===== src/rtl/ctrl_pkg.sv =====
// Shared types for the RV32I multi-cycle controller: FSM states, opcodes, datapath mux codes.
// Latency: n/a (types and constants only).
// Backpressure: n/a.
package ctrl_pkg;

  typedef enum logic [2:0] {
    FETCH,
    DECODE,
    EXEC,
    MEM,
    WB,
    TRAP
  } state_e;

  localparam logic [6:0] OPC_LOAD   = 7'b0000011;
  localparam logic [6:0] OPC_OPIMM  = 7'b0010011;
  localparam logic [6:0] OPC_STORE  = 7'b0100011;
  localparam logic [6:0] OPC_BRANCH = 7'b1100011;
  localparam logic [6:0] OPC_JALR   = 7'b1100111;
  localparam logic [6:0] OPC_JAL    = 7'b1101111;
  localparam logic [6:0] OPC_LUI    = 7'b0110111;
  localparam logic [6:0] OPC_OP     = 7'b0110011;

  typedef enum logic [1:0] {
    PC_PLUS4 = 2'd0,
    PC_IMM   = 2'd1,
    PC_JALR  = 2'd2
  } pc_sel_e;

  typedef enum logic [1:0] {
    WB_ALU = 2'd0,
    WB_MEM = 2'd1,
    WB_PC4 = 2'd2,
    WB_IMM = 2'd3
  } wb_sel_e;

  typedef enum logic [1:0] {
    ALU_ADD  = 2'd0,
    ALU_FUNC = 2'd1,
    ALU_BR   = 2'd2
  } alu_op_e;

  // Instruction class after opcode decode; CLS_NONE marks an unsupported opcode.
  typedef enum logic [3:0] {
    CLS_NONE,
    CLS_LOAD,
    CLS_OPIMM,
    CLS_STORE,
    CLS_BRANCH,
    CLS_JALR,
    CLS_JAL,
    CLS_LUI,
    CLS_OP
  } opc_class_e;

endpackage


===== src/rtl/ctrl_opc_class.sv =====
// Opcode classifier: maps inst_code[6:0] to an instruction class plus a legal flag.
// Latency: purely combinational.
// Backpressure: none.
module ctrl_opc_class
  import ctrl_pkg::*;
(
  input  logic [6:0] opcode,
  output opc_class_e cls,
  output logic       legal
);

  // Anything outside the supported RV32I subset falls through to CLS_NONE.
  always_comb begin
    cls = CLS_NONE;
    case (opcode)
      OPC_LOAD:   cls = CLS_LOAD;
      OPC_OPIMM:  cls = CLS_OPIMM;
      OPC_STORE:  cls = CLS_STORE;
      OPC_BRANCH: cls = CLS_BRANCH;
      OPC_JALR:   cls = CLS_JALR;
      OPC_JAL:    cls = CLS_JAL;
      OPC_LUI:    cls = CLS_LUI;
      OPC_OP:     cls = CLS_OP;
      default:    cls = CLS_NONE;
    endcase
  end

  assign legal = (cls != CLS_NONE);

endmodule


===== src/rtl/multicycle_ctrl.sv =====
// Multi-cycle RV32I sequencer (FETCH/DECODE/EXEC/MEM/WB/TRAP); optional CTRL_PERF_CNT_EN adds retire_cnt.
// Latency: BRANCH/JAL/JALR 3 cycles, ALU ops and STORE 4, LOAD 5 with zero-wait memories.
// Backpressure: imem_req/dmem_req held until ack; a wait of TIMEOUT_CYC cycles traps with bus_err.
module multicycle_ctrl
  import ctrl_pkg::*;
#(
  parameter int TIMEOUT_CYC = 255
`ifdef CTRL_PERF_CNT_EN
  ,
  parameter int CNT_W = 32
`endif
) (
  input  logic        clk,
  input  logic        reset_n,
  input  logic [31:0] inst_code,
  input  logic        branch_taken,
  output logic        imem_req,
  input  logic        imem_ack,
  output logic        dmem_req,
  output logic        dmem_we,
  input  logic        dmem_ack,
  output logic        ir_we,
  output logic        pc_we,
  output logic [1:0]  pc_sel,
  output logic        alu_src_b,
  output logic [1:0]  alu_op,
  output logic        rf_we,
  output logic [1:0]  wb_sel,
  output logic        illegal,
  output logic        bus_err
`ifdef CTRL_PERF_CNT_EN
  ,
  output logic [CNT_W-1:0] retire_cnt
`endif
);

  localparam int              TO_W    = (TIMEOUT_CYC < 2) ? 1 : $clog2(TIMEOUT_CYC + 1);
  localparam logic [TO_W-1:0] TO_LAST = TO_W'((TIMEOUT_CYC > 0) ? TIMEOUT_CYC - 1 : 0);
  localparam bit              TO_EN   = (TIMEOUT_CYC > 0);

  state_e          state;
  opc_class_e      cls_d;
  opc_class_e      cls_q;
  logic            legal_d;
  logic [TO_W-1:0] tmo_cnt;
  logic            tmo_hit;
  logic            pc_we_q;
  pc_sel_e         pc_sel_q;
  alu_op_e         alu_op_q;
  wb_sel_e         wb_sel_q;
  logic            unused_inst;

  // Only the major opcode steers the sequencer; funct fields go straight to the ALU decoder.
  assign unused_inst = ^inst_code[31:7];

  ctrl_opc_class u_opc_class (
    .opcode (inst_code[6:0]),
    .cls    (cls_d),
    .legal  (legal_d)
  );

  // Wait counter sits at TIMEOUT_CYC-1 during the last permitted no-ack cycle.
  assign tmo_hit = TO_EN && (tmo_cnt == TO_LAST);

  // Sequencer: outputs for the next state are registered on the transition into it.
  always_ff @(posedge clk or negedge reset_n) begin
    if (!reset_n) begin
      state     <= FETCH;
      cls_q     <= CLS_NONE;
      tmo_cnt   <= '0;
      imem_req  <= 1'b0;
      dmem_req  <= 1'b0;
      dmem_we   <= 1'b0;
      pc_we_q   <= 1'b0;
      pc_sel_q  <= PC_PLUS4;
      alu_src_b <= 1'b0;
      alu_op_q  <= ALU_ADD;
      rf_we     <= 1'b0;
      wb_sel_q  <= WB_ALU;
      illegal   <= 1'b0;
      bus_err   <= 1'b0;
    end else begin
      imem_req  <= 1'b0;
      dmem_req  <= 1'b0;
      dmem_we   <= 1'b0;
      pc_we_q   <= 1'b0;
      pc_sel_q  <= PC_PLUS4;
      alu_src_b <= 1'b0;
      alu_op_q  <= ALU_ADD;
      rf_we     <= 1'b0;
      wb_sel_q  <= WB_ALU;
      case (state)
        FETCH: begin
          // imem_req is low here only in the first cycle after reset release.
          if (!imem_req) begin
            imem_req <= 1'b1;
            tmo_cnt  <= '0;
          end else if (imem_ack) begin
            state <= DECODE;
          end else if (tmo_hit) begin
            bus_err <= 1'b1;
            state   <= TRAP;
          end else begin
            imem_req <= 1'b1;
            tmo_cnt  <= tmo_cnt + 1'b1;
          end
        end
        DECODE: begin
          cls_q <= cls_d;
          if (!legal_d) begin
            illegal <= 1'b1;
            state   <= TRAP;
          end else begin
            state <= EXEC;
            case (cls_d)
              CLS_BRANCH: begin
                alu_op_q <= ALU_BR;
                pc_we_q  <= 1'b1;
              end
              CLS_JAL: begin
                rf_we    <= 1'b1;
                wb_sel_q <= WB_PC4;
                pc_we_q  <= 1'b1;
                pc_sel_q <= PC_IMM;
              end
              CLS_JALR: begin
                alu_src_b <= 1'b1;
                rf_we     <= 1'b1;
                wb_sel_q  <= WB_PC4;
                pc_we_q   <= 1'b1;
                pc_sel_q  <= PC_JALR;
              end
              CLS_OP:    alu_op_q <= ALU_FUNC;
              CLS_OPIMM: begin
                alu_op_q  <= ALU_FUNC;
                alu_src_b <= 1'b1;
              end
              CLS_LOAD, CLS_STORE: alu_src_b <= 1'b1;
              default: ;
            endcase
          end
        end
        EXEC: begin
          case (cls_q)
            CLS_OP, CLS_OPIMM, CLS_LUI: begin
              state    <= WB;
              rf_we    <= 1'b1;
              wb_sel_q <= (cls_q == CLS_LUI) ? WB_IMM : WB_ALU;
              pc_we_q  <= 1'b1;
            end
            CLS_LOAD, CLS_STORE: begin
              state     <= MEM;
              dmem_req  <= 1'b1;
              dmem_we   <= (cls_q == CLS_STORE);
              alu_src_b <= 1'b1;
              tmo_cnt   <= '0;
            end
            default: begin
              state    <= FETCH;
              imem_req <= 1'b1;
              tmo_cnt  <= '0;
            end
          endcase
        end
        MEM: begin
          if (dmem_ack) begin
            if (cls_q == CLS_STORE) begin
              state    <= FETCH;
              imem_req <= 1'b1;
              tmo_cnt  <= '0;
            end else begin
              state    <= WB;
              rf_we    <= 1'b1;
              wb_sel_q <= WB_MEM;
              pc_we_q  <= 1'b1;
            end
          end else if (tmo_hit) begin
            bus_err <= 1'b1;
            state   <= TRAP;
          end else begin
            dmem_req  <= 1'b1;
            dmem_we   <= dmem_we;
            alu_src_b <= 1'b1;
            tmo_cnt   <= tmo_cnt + 1'b1;
          end
        end
        WB: begin
          state    <= FETCH;
          imem_req <= 1'b1;
          tmo_cnt  <= '0;
        end
        TRAP: ;
        default: state <= TRAP;
      endcase
    end
  end

  // Ack-qualified strobes must land in the ack cycle itself, so these few are combinational.
  assign ir_we  = imem_req & imem_ack;
  assign pc_we  = pc_we_q | (dmem_req & dmem_we & dmem_ack);
  assign pc_sel = ((state == EXEC) && (cls_q == CLS_BRANCH)) ? {1'b0, branch_taken} : pc_sel_q;
  assign alu_op = alu_op_q;
  assign wb_sel = wb_sel_q;

`ifdef CTRL_PERF_CNT_EN
  // Retired-instruction counter: one count per PC update, wrapping naturally.
  always_ff @(posedge clk or negedge reset_n) begin
    if (!reset_n) begin
      retire_cnt <= '0;
    end else if (pc_we) begin
      retire_cnt <= retire_cnt + 1'b1;
    end
  end
`endif

endmodule

===== config.mk =====
export PLATFORM = sky130hd
export DESIGN_NAME = multicycle_ctrl
export DESIGN_NICKNAME = d
export VERILOG_FILES = /design/src/rtl/ctrl_pkg.sv /design/src/rtl/ctrl_opc_class.sv /design/src/rtl/multicycle_ctrl.sv
export SDC_FILE = /design/constraint.sdc
export NUM_CORES = 1
export LEC_CHECK = 0
export ABC_AREA = 1
export CORE_MARGIN = 4
export CORE_UTILIZATION = 50
export CTS_CLUSTER_DIAMETER = 100
export DETAILED_ROUTE_END_ITERATION = 10
export PLACE_DENSITY = 0.95
export SYNTH_ARGS = -nofsm -noshare
export SYNTH_HDL_FRONTEND = slang
export SYNTH_SLANG_ARGS = --single-unit

===== constraint.sdc =====
create_clock -name clk -period 3.8 [get_ports clk]
set_input_delay 0.38 -clock clk [delete_from_list [all_inputs] [get_ports clk]]
set_output_delay 0.38 -clock clk [all_outputs]
set_load 0.02 [all_outputs]

# Word-level counts from Yosys, hierarchy flattened
# Index checks and enable logic that the tools add are counted.
totals:
  register_bits: 29
  output_inout_bits: 15
  word_cells: 132
classes:
  add_sub_neg: 1
  eq_ne: 34
  muxes: 61
  bitwise: 6
  reduce_logical: 16
op_table:
  columns: ["operator", "count"]
  rows:
  - ["8-bit 2-to-1 mux", 6]
  - ["4-bit one-hot mux with 8 select lines", 1]
  - ["8-bit one-hot mux with 4 select lines", 1]
  - ["1-bit 2-to-1 mux", 26]
  - ["7-bit by 6-bit equality test with 1-bit output (second input constant)", 3]
  - ["7-bit equality test (second input constant)", 3]
  - ["4-bit by 3-bit equality test with 1-bit output (second input constant)", 5]
  - ["2-bit 2-to-1 mux", 9]
  - ["3-bit 2-to-1 mux", 6]
  - ["3-bit one-hot mux with 6 select lines", 1]
  - ["4-bit by 2-bit equality test with 1-bit output (second input constant)", 4]
  - ["3-bit inequality test (second input constant)", 3]
  - ["1-bit one-hot mux with 3 select lines", 3]
  - ["8-bit by 1-bit adder with 8-bit output (second input constant)", 1]
  - ["4-bit by 1-bit equality test with 1-bit output (second input constant)", 2]
  - ["4-bit equality test (second input constant)", 2]
  - ["8-bit equality test (second input constant)", 1]
  - ["2-bit inequality test (second input constant)", 4]
  - ["2-bit one-hot mux with 2 select lines", 2]
  - ["4-bit AND reduction", 2]
  - ["4-bit nonzero test", 2]
  - ["7-bit by 2-bit equality test with 1-bit output (second input constant)", 1]
  - ["7-bit by 5-bit equality test with 1-bit output (second input constant)", 1]
  - ["3-bit by 2-bit equality test with 1-bit output (second input constant)", 2]
  - ["17 further kinds", 27]

# Longest topological paths before layout
# Gate-level depths: netlist of the first run.
logic_depth:
  ltp_word: 7
  mapped_depth: 10
  ltp_nobuf: 10

# Cells and area by module
# Synthesis of the first run repeated with hierarchy kept, for this count alone.
hier_totals:
  hier_cells: 245
  area_unflattened_um2: 1767.9
modules_own_cells:
  columns: ["module", "instances", "cells_per_inst", "area_each_um2"]
  rows:
  - ["multicycle_ctrl", 1, 215, 1620.3]
  - ["ctrl_opc_class", 1, 30, 147.6]

# Worst setup path before layout of the first run
# Ideal clock, no wire load.
synth_timing:
  kind: "reg2out"
  startpoint: "register state[2]"
  endpoint: "output port pc_sel[0]"
  arrival_ns: 1.167
  path_slack_ns: 2.253
  stages_incl_launch_ff: 8
  path_buffers: 0
  cell_sequence: "dfrtp_1 -> inv_2 -> nand2_1 -> nor2_2 -> nand3_1 -> inv_1 -> nand2_1 -> nand2_1"
synth_between:
  elab_chain_len: 3
synth_lines:
  columns: ["element", "line", "text"]
  rows:
  - ["start, declared", "multicycle_ctrl.sv:41", "state_e state;"]
  - ["start signal, assigned", "multicycle_ctrl.sv:68", "state <= FETCH;"]
  - ["start signal, assigned", "multicycle_ctrl.sv:99", "state <= DECODE;"]
  - ["start signal, assigned", "multicycle_ctrl.sv:102", "state <= TRAP;"]
  - ["3-bit by 2-bit equality test with 1-bit output", "multicycle_ctrl.sv:201", "assign pc_sel = ((state == EXEC) && (cls_q == CLS_BRANCH)) ? {1'b0, branch_taken} : pc_sel_q;"]
  - ["1-bit logical AND", "multicycle_ctrl.sv:201", null]
  - ["2-bit 2-to-1 mux", "multicycle_ctrl.sv:201", null]
  - ["end, declared", "multicycle_ctrl.sv:24", "output logic [1:0] pc_sel,"]
# Every way passes these cells.

# Worst setup path in the final report of the first run
# Same ends and word-level chain as after synthesis.

==> metrics.md, run 1 <==
| Metric | Value |
|---|---|
| Outcome | completed |
| Detail-routed via count per cell | 4.87 |
| Latest clock arrival within the worst-skew pair | 0.34 ns |
| Detailed router's first-iteration violation count | 66 |
| Number of setup buffers added after CTS | 0 |
| Max frequency | 394 MHz |
| Nets@finish | 313 |
| Detailed placement HPWL | 2700 um |
| Final sum of negative setup slack | 0 ns |
| Tightest Hold Check Type | in -> async |
| Flop2flop setup slack | 2.21 ns |
| Die Span X | 65.8 um |
| Final worst path period need | 2.54 ns |
| Standard cell core area | 0.00313 sq mm |
| Number of buffers inserted by hold repair at cts | 0 |
| First-pass iteration count of the detailed router | 4 |
| Sort of element at the start of the critical path | register |
| Final setup vio count | 0 |
| Setup repair after global routing missed its margin | no |
| Number of clock sinks | 29 |
| Largest cells by area after synthesis | sky130_fd_sc_hd__dfrtp_1 43%, sky130_fd_sc_hd__nand2_1 20%, sky130_fd_sc_hd__nor2_1 8.8% |
| TritonCTS clock tree | built |
| Reported max-cap violation count | 0 |
| Slew HR | 70.1% |
| Quantity of I/O buffers inserted on ports | 26 |
| Flip-flop and latch count after synthesis | 29 |
| Longest Clk Path Bufs | 2 |
| Clk Tree Root Cell | sky130_fd_sc_hd__clkbuf_4 |
| Count of warnings emitted by yosys | 0 |
| TritonCTS Buffers | 5 |
| Resize count post-CTS | 0 |
| Initial antenna violation count | 0 |
| IR Drop Worst-Case VDD | 0.158 mV |
| Cell accounting for the most synthesized area | sky130_fd_sc_hd__dfrtp_1 |
| Layout overhead on the synthesized area | 22.6% |
| Remaining antenna violation count | 0 |
| Clock-pin transition on the worst setup and hold timing paths | 0.10 ns |
| Leading cell type in the layout, fill and taps excluded | sky130_fd_sc_hd__nand2_1 |
| Detail-routed net length per standard cell | 10.6 um |
| Antenna diode count | 0 |
| Routed vias | 1553 |
| Highest net fanout along the worst path | 6 |
| Overall die area | 0.00433 sq mm |
| Die Y | 65.8 um |
| Area of the mapped netlist | 0.00167 sq mm |
| Synthesized area per cell | 6.96 sq um |
| Aggregate routed wire length | 3390 um |
| Fraction of layout cells with a size suffix above 1 | 8.73% |
| Post-route insts no fill | 319 |
| Worst Reg-to-Reg Cells | 6 |
| Areal power density over the cells | 256 mW/mm^2 |
| Boundary pin count | 52 |
| Static Leak | 1.12 nW |
| Critical path required time | 3.42 ns |
| Kind of critical path | reg -> out |
| Global route overflow | 0 |
| Period Utilization, post-route | 66.8% |
| Endpoints failing hold | 0 |
| Site Rows | 20 |
| Count of unique library cells instantiated by Yosys | 22 |
| Part of the Yosys area used for sequential elements | 43.4% |
| Number of max-slew violations in the final report | 0 |
| Pin count of the biggest net entering global routing | 30 |
| Routability congestion estimate | 0.832 |
| Overall routing resource usage | 18.9% |
| Arrival time of the worst setup path | 2.16 ns |
| Vias in the first global route | 1447 |
| Global-route wire length before repair | 6130 um |
| H-tree Lvls | 2 |
| Commonest non-fill, non-tap cells in the layout | 87 x sky130_fd_sc_hd__nand2_1, 39 x sky130_fd_sc_hd__nor2_1, 33 x sky130_fd_sc_hd__inv_1, 29 x sky130_fd_sc_hd__dfrtp_1, 26 x sky130_fd_sc_hd__clkdlybuf4s50_1 |
| Placed Instances | 311 |
| Final Skew | 0.0125 ns |
| Post-synthesis net count | 279 |
| Cells after Synth | 240 |
| Detailed-route DRC error count | 0 |
| Share of the synthesized area in the top cell type | 43.4% |
| Kind of end point of the critical path | output pin |
| Initial Util | 53.4% |
| Slew of the pin with the lowest slew margin | 0.449 ns |
==> state kept, by name, indices dropped and copies added (netlist names) <==
signal and cells:
tmo_cnt 8, cls_q 4, state 3, alu_op 2, pc_sel_q 2, wb_sel 2, alu_src_b 1, bus_err 1
dmem_req 1, dmem_we 1, illegal 1, imem_req 1, pc_we_q 1, rf_we 1
==> critical path, cell delays in order (launching register included) <==
cell	delay (ns)
sky130_fd_sc_hd__dfrtp_1	0.47
sky130_fd_sc_hd__inv_2	0.14
sky130_fd_sc_hd__nand2_1	0.09
sky130_fd_sc_hd__nor2_2	0.20
sky130_fd_sc_hd__nand3_1	0.14
sky130_fd_sc_hd__inv_1	0.09
sky130_fd_sc_hd__nand2_1	0.05
sky130_fd_sc_hd__nand2_1	0.05
sky130_fd_sc_hd__clkdlybuf4s50_1	0.60
==> per-layer routing <==
layer | share of wire (%) | wire [um] | GRT usage (%)
met4 | 2.5 | 85 | 10.1
met3 | 5.2 | 175 | 4.76
met2 | 47 | 1610 | 29.9
met1 | 45 | 1530 | 23.5
met5 | 0 | 0 | 0
==> power by group <==
part | switching, W | internal [W] | leakage [nW]
clock network | 0.000116 | 0.0000696 | 0.0310
registers | 0.0000000420 | 0.000308 | 0.374
logic | 0.0000165 | 0.0000138 | 0.717
total | 0.000133 | 0.000392 | 1.12
==> logic make-up (layout without fill, tap and decap cells) <==
logic type	after synthesis	in the layout	share of synthesized area (%)
adders and majority gates	2	2	1.50
DFF	29	29	43.4
and+or+nand+nor	155	155	39.9
buffers and inverters	34	69	7.64
xor gates and xnor gates	1	1	0.524
AOI/OAI and AO/OA	19	19	7.04
==> layout make-up <==
type,instances,area (sq um)
inverters,34,128
well taps,44,55.1
repair buffers,27,268
fillers,242,1080
multi-input cells,177,817
clock inverters,3,17.5
flip-flops and latches,29,726
clock buffers,5,37.5
==> through the flow <==
stage / area (sq um) / utilization [%] / hold slack, ns / worst slack [ns] / power, W
after global routing: 2050 / 65.5 / 0.437 / 1.12 / 0.000544
after floorplan: 1670 / - / 0.0844 / 2.25 / 0.000324
after CTS: 2050 / 65.5 / 0.418 / 1.25 / 0.000528
after global placement: 1990 / 63.7 / 0.439 / 1.64 / 0.000344
after detailed placement: 1990 / 63.7 / 0.449 / 1.62 / 0.000345
final: 2050 / 65.5 / 0.405 / 1.26 / 0.000525
==> cells in the mapped netlist <==
library cell and n:
sky130_fd_sc_hd__a21o_1 1, sky130_fd_sc_hd__a21oi_1 6, sky130_fd_sc_hd__a31o_2 1, sky130_fd_sc_hd__a32o_1 1, sky130_fd_sc_hd__dfrtp_1 29, sky130_fd_sc_hd__ha_1 2, sky130_fd_sc_hd__inv_1 33, sky130_fd_sc_hd__inv_2 1
sky130_fd_sc_hd__nand2_1 87, sky130_fd_sc_hd__nand2_2 5, sky130_fd_sc_hd__nand3_1 16, sky130_fd_sc_hd__nand4_2 1, sky130_fd_sc_hd__nor2_1 39, sky130_fd_sc_hd__nor2_2 2, sky130_fd_sc_hd__nor2_4 1, sky130_fd_sc_hd__nor3_1 2
sky130_fd_sc_hd__nor3_4 1, sky130_fd_sc_hd__nor3b_4 1, sky130_fd_sc_hd__o2111ai_1 1, sky130_fd_sc_hd__o21ai_0 7, sky130_fd_sc_hd__o21ai_2 2, sky130_fd_sc_hd__xor2_1 1
==> final timing paths <==
| check | start | to |
|---|---|---|
| hold reg to reg | bus_err | bus_err |
| max in group asynchronous | reset_n | tmo_cnt[1] |
| hold / removal | reset_n | alu_op[0] |
| setup / recovery | state[2] | pc_sel[0] |
| min in group clk | bus_err | bus_err |
| setup reg to reg | state[1] | tmo_cnt[1] |
Power figures use the tool's default switching activity.
==> inputs of run 2 (changes only) <==
--- a/config.mk
+++ b/config.mk
@@ -7,10 +7,10 @@
 export LEC_CHECK = 0
 export ABC_AREA = 1
 export CORE_MARGIN = 4
-export CORE_UTILIZATION = 50
+export CORE_UTILIZATION = 42
 export CTS_CLUSTER_DIAMETER = 100
 export DETAILED_ROUTE_END_ITERATION = 10
-export PLACE_DENSITY = 0.95
+export PLACE_DENSITY = 0.88
 export SYNTH_ARGS = -nofsm -noshare
 export SYNTH_HDL_FRONTEND = slang
 export SYNTH_SLANG_ARGS = --single-unit
==> constraint.sdc (replaced) <==
create_clock -name clk -period 2.1 [get_ports clk]
set_input_delay 0.21 -clock clk [delete_from_list [all_inputs] [get_ports clk]]
set_output_delay 0.21 -clock clk [all_outputs]
set_load 0.02 [all_outputs]
==> run 2 against run 1 <==
Against the previous run:
- flip-flop and latch count did not move
- via count rose by 1.4%
- critical path depth fell by 1
- clock skew fell by 0.0087 ns
- power rose by 98%
- clock power rose by 130%
- die area rose by 17%
- sequential share of layout area fell by 0.74 points
- wire length rose by 0.94%
- global-route usage fell by 3.7 points
- critical path type unchanged
- critical endpoint is now pc_sel[1]
- largest power group unchanged
- highest routed layer unchanged
==> metrics.md, run 2 (synthesis gave the netlist of run 1 again) <==
| Metric | Value |
|---|---|
| Outcome | completed |
| Quantity of I/O buffers inserted on ports | 26 (unchanged) |
| Leading cell type in the layout, fill and taps excluded | sky130_fd_sc_hd__nand2_1 |
| Number of clock sinks | 29 (unchanged) |
| Pin count of the biggest net entering global routing | 30 (unchanged) |
| Detailed placement HPWL | 2670 um (-1.0%) |
| Dpl ws | 0.296 ns (-1.32 ns) |
| Initial antenna violation count | 0 (unchanged) |
| H-tree Lvls | 2 (unchanged) |
| Critical path required time | 1.89 ns (-1.53 ns) |
| Detail-routed via count per cell | 4.84 (-0.52%) |
| Commonest non-fill, non-tap cells in the layout | 87 x sky130_fd_sc_hd__nand2_1, 39 x sky130_fd_sc_hd__nor2_1, 33 x sky130_fd_sc_hd__inv_1, 29 x sky130_fd_sc_hd__dfrtp_1, 25 x sky130_fd_sc_hd__clkdlybuf4s50_1 |
| Portion of total power attributed to combinational logic | 5.3% (-0.5 points) |
| Sort of element at the start of the critical path | register |
| Worst setup slack after layout | 0.135 ns (-1.13 ns) |
| Sw frac | 21.2% (-4.1 points) |
| Number of max-slew violations in the final report | 0 (unchanged) |
| Detail-routed net length per standard cell | 10.5 um (-0.92%) |
| Detailed-route DRC error count | 0 (unchanged) |
| Fraction of layout cells with a size suffix above 1 | 8.30% (-0.42 points) |
| Aggregate routed wire length | 3430 um (+0.94%) |
| Kind of end point of the critical path | output pin |
| Highest net fanout along the worst path | 5 (-1) |
| Tightest Hold Check Type | in -> async |
| Die Y | 71.1 um (+8.0%) |
| Reported max-cap violation count | 0 (unchanged) |
| Arrival time of the worst setup path | 1.76 ns (-0.40 ns) |
| Number of buffers inserted by hold repair at cts | 0 (unchanged) |
| Number of flip-flops under the largest register name | 8 (unchanged) |
| Routability congestion estimate | 0.908 (+9.1%) |
| Remaining antenna violation count | 0 (unchanged) |
| Endpoints failing hold | 0 (unchanged) |
| Final Skew | 0.00381 ns (-0.00867 ns) |
| Global route overflow | 0 (unchanged) |
| Vias in the first global route | 1481 (+2.3%) |
| Overall die area | 0.00505 sq mm (+17%) |
| Overall routing resource usage | 15.2% (-3.7 points) |
| Largest registers ranked by flip-flop count | tmo_cnt (8), cls_q (4), state (3) |
| Detailed router's first-iteration violation count | 74 (+12%) |
| Final worst path period need | 1.97 ns |
| Final Util | 55.9% (-9.6 points) |
| Clock power share | 40.9% (+5.5 points) |
| Longest Clk Path Bufs | 2 (unchanged) |
| Site Rows | 22 (+10%) |
| Top register by number of flip-flops | tmo_cnt |
| Net switching power of the design | 0.000220 W (+66%) |
| Internal power | 0.000819 W (+110%) |
| TritonCTS Buffers | 5 (unchanged) |
| Fraction of power consumed by sequential logic | 53.9% (-4.9 points) |
| Global-route wire length before repair | 6210 um (+1.4%) |
| Die Span X | 71.1 um (+8.0%) |
| Kind of critical path | reg -> out |
| Clk Tree Root Cell | sky130_fd_sc_hd__clkbuf_8 |
| Max frequency | 509 MHz |
| Final sum of negative setup slack | 0 ns (unchanged) |
| Slew of the pin with the lowest slew margin | 0.424 ns (-0.0248 ns) |
| Overall Power | 0.00104 W (+98%) |
| Latest clock arrival within the worst-skew pair | 0.28 ns (-0.06 ns) |
| Post-route insts no fill | 325 (+1.9%) |
| Static Leak | 1.15 nW (+2.0%) |
| Number of setup buffers added after CTS | 0 (unchanged) |
| First-pass iteration count of the detailed router | 4 (unchanged) |
| Areal power density over the cells | 496 mW/mm^2 (+94%) |
| Setup repair after global routing missed its margin | no |
| Final setup vio count | 0 (unchanged) |
| Routed vias | 1574 (+1.4%) |
| Layout overhead on the synthesized area | 25.2% |
| Placed Instances | 317 (+1.9%) |
| Clock-pin transition on the worst setup and hold timing paths | 0.06 ns (-0.04 ns) |
| Period Utilization, post-route | 93.6% |
| Boundary pin count | 52 (unchanged) |
| IR Drop Worst-Case VDD | 0.271 mV (+71%) |
| TritonCTS clock tree | built |
| Layout fillers | 352 (+45%) |
| Nets@finish | 315 (+0.64%) |
| Slew HR | 71.7% (+1.7 points) |
| Standard cell core area | 0.00374 sq mm (+20%) |
| Antenna diode count | 0 (unchanged) |
| Initial Util | 44.6% (-8.8 points) |
## run 2: cell count changes in the layout (fill, tap and decap cells not counted), sizes merged
cell / delta
clkinvlp: -1
clkbuf: +3
dlygate4sd2: +1
clkinv: -2
clkdlybuf4s50: -1
buf: +2
## run 2: path summary, 6_finish.rpt
| kind | from | end | slack (ns) | cells after the start |
|---|---|---|---|---|
| hold reg to reg | bus_err | bus_err | 0.46 | 1 |
| max in group asynchronous | reset_n | rf_we | 1.52 | 2 |
| setup / recovery | state[2] | pc_sel[1] | 0.13 | 7 |
| min in group clk | bus_err | bus_err | 0.46 | 1 |
| hold / removal | reset_n | tmo_cnt[6] | 0.31 | 2 |
| setup reg to reg | state[1] | tmo_cnt[4] | 0.53 | 6 |
## run 2: power by group through the flow
stage	Sequential [W]	Clock, W	Combinational, W
after global routing	0.000559	0.000460	0.0000629
after detailed placement	0.000569	0	0.0000555
final	0.000559	0.000424	0.0000547
after floorplan	0.000569	0	0.0000161
after global placement	0.000569	0	0.0000536
after CTS	0.000559	0.000438	0.0000556
## run 2: cell type report
cell class / count / area (sq um) / share of cell area (%)
multi-input combinational: 177 / 817 / 39.1
clock buffer: 8 / 80.1 / 3.83
sequential: 29 / 726 / 34.7
inverter: 34 / 128 / 6.10
tap: 48 / 60.1 / 2.87
timing repair buffer: 29 / 282 / 13.5
## run 2: worst max-delay path, cell delays in order, from the launching register on
cell and delay, ns:
sky130_fd_sc_hd__dfrtp_1 0.39, sky130_fd_sc_hd__inv_2 0.10, sky130_fd_sc_hd__nand2_1 0.09, sky130_fd_sc_hd__nor2_2 0.14, sky130_fd_sc_hd__nand3_1 0.11, sky130_fd_sc_hd__inv_1 0.09
sky130_fd_sc_hd__nor2_1 0.04, sky130_fd_sc_hd__clkdlybuf4s50_1 0.53
## run 2: per-stage QoR
| stage | instance area, sq um | hold slack [ns] |
|---|---|---|
| floorplan | 1670 | -0.0856 |
| global placement | 2010 | 0.437 |
| detailed placement | 2010 | 0.455 |
| CTS | 2090 | 0.322 |
| global route | 2090 | 0.363 |
| finish | 2090 | 0.310 |
## run 2: timing repair
item	in CTS	in global routing
hold endpoints to repair	0	0
resized for setup	1	0
endpoints found under the setup margin	1	0
## run 2: layer usage
metal,vias up,track usage [%],wire [um]
met1,714,20.2,1670
met5,-,0,0
met4,0,6.89,76
met3,6,3.41,152
li1,820,-,-
met2,34,23.5,1530
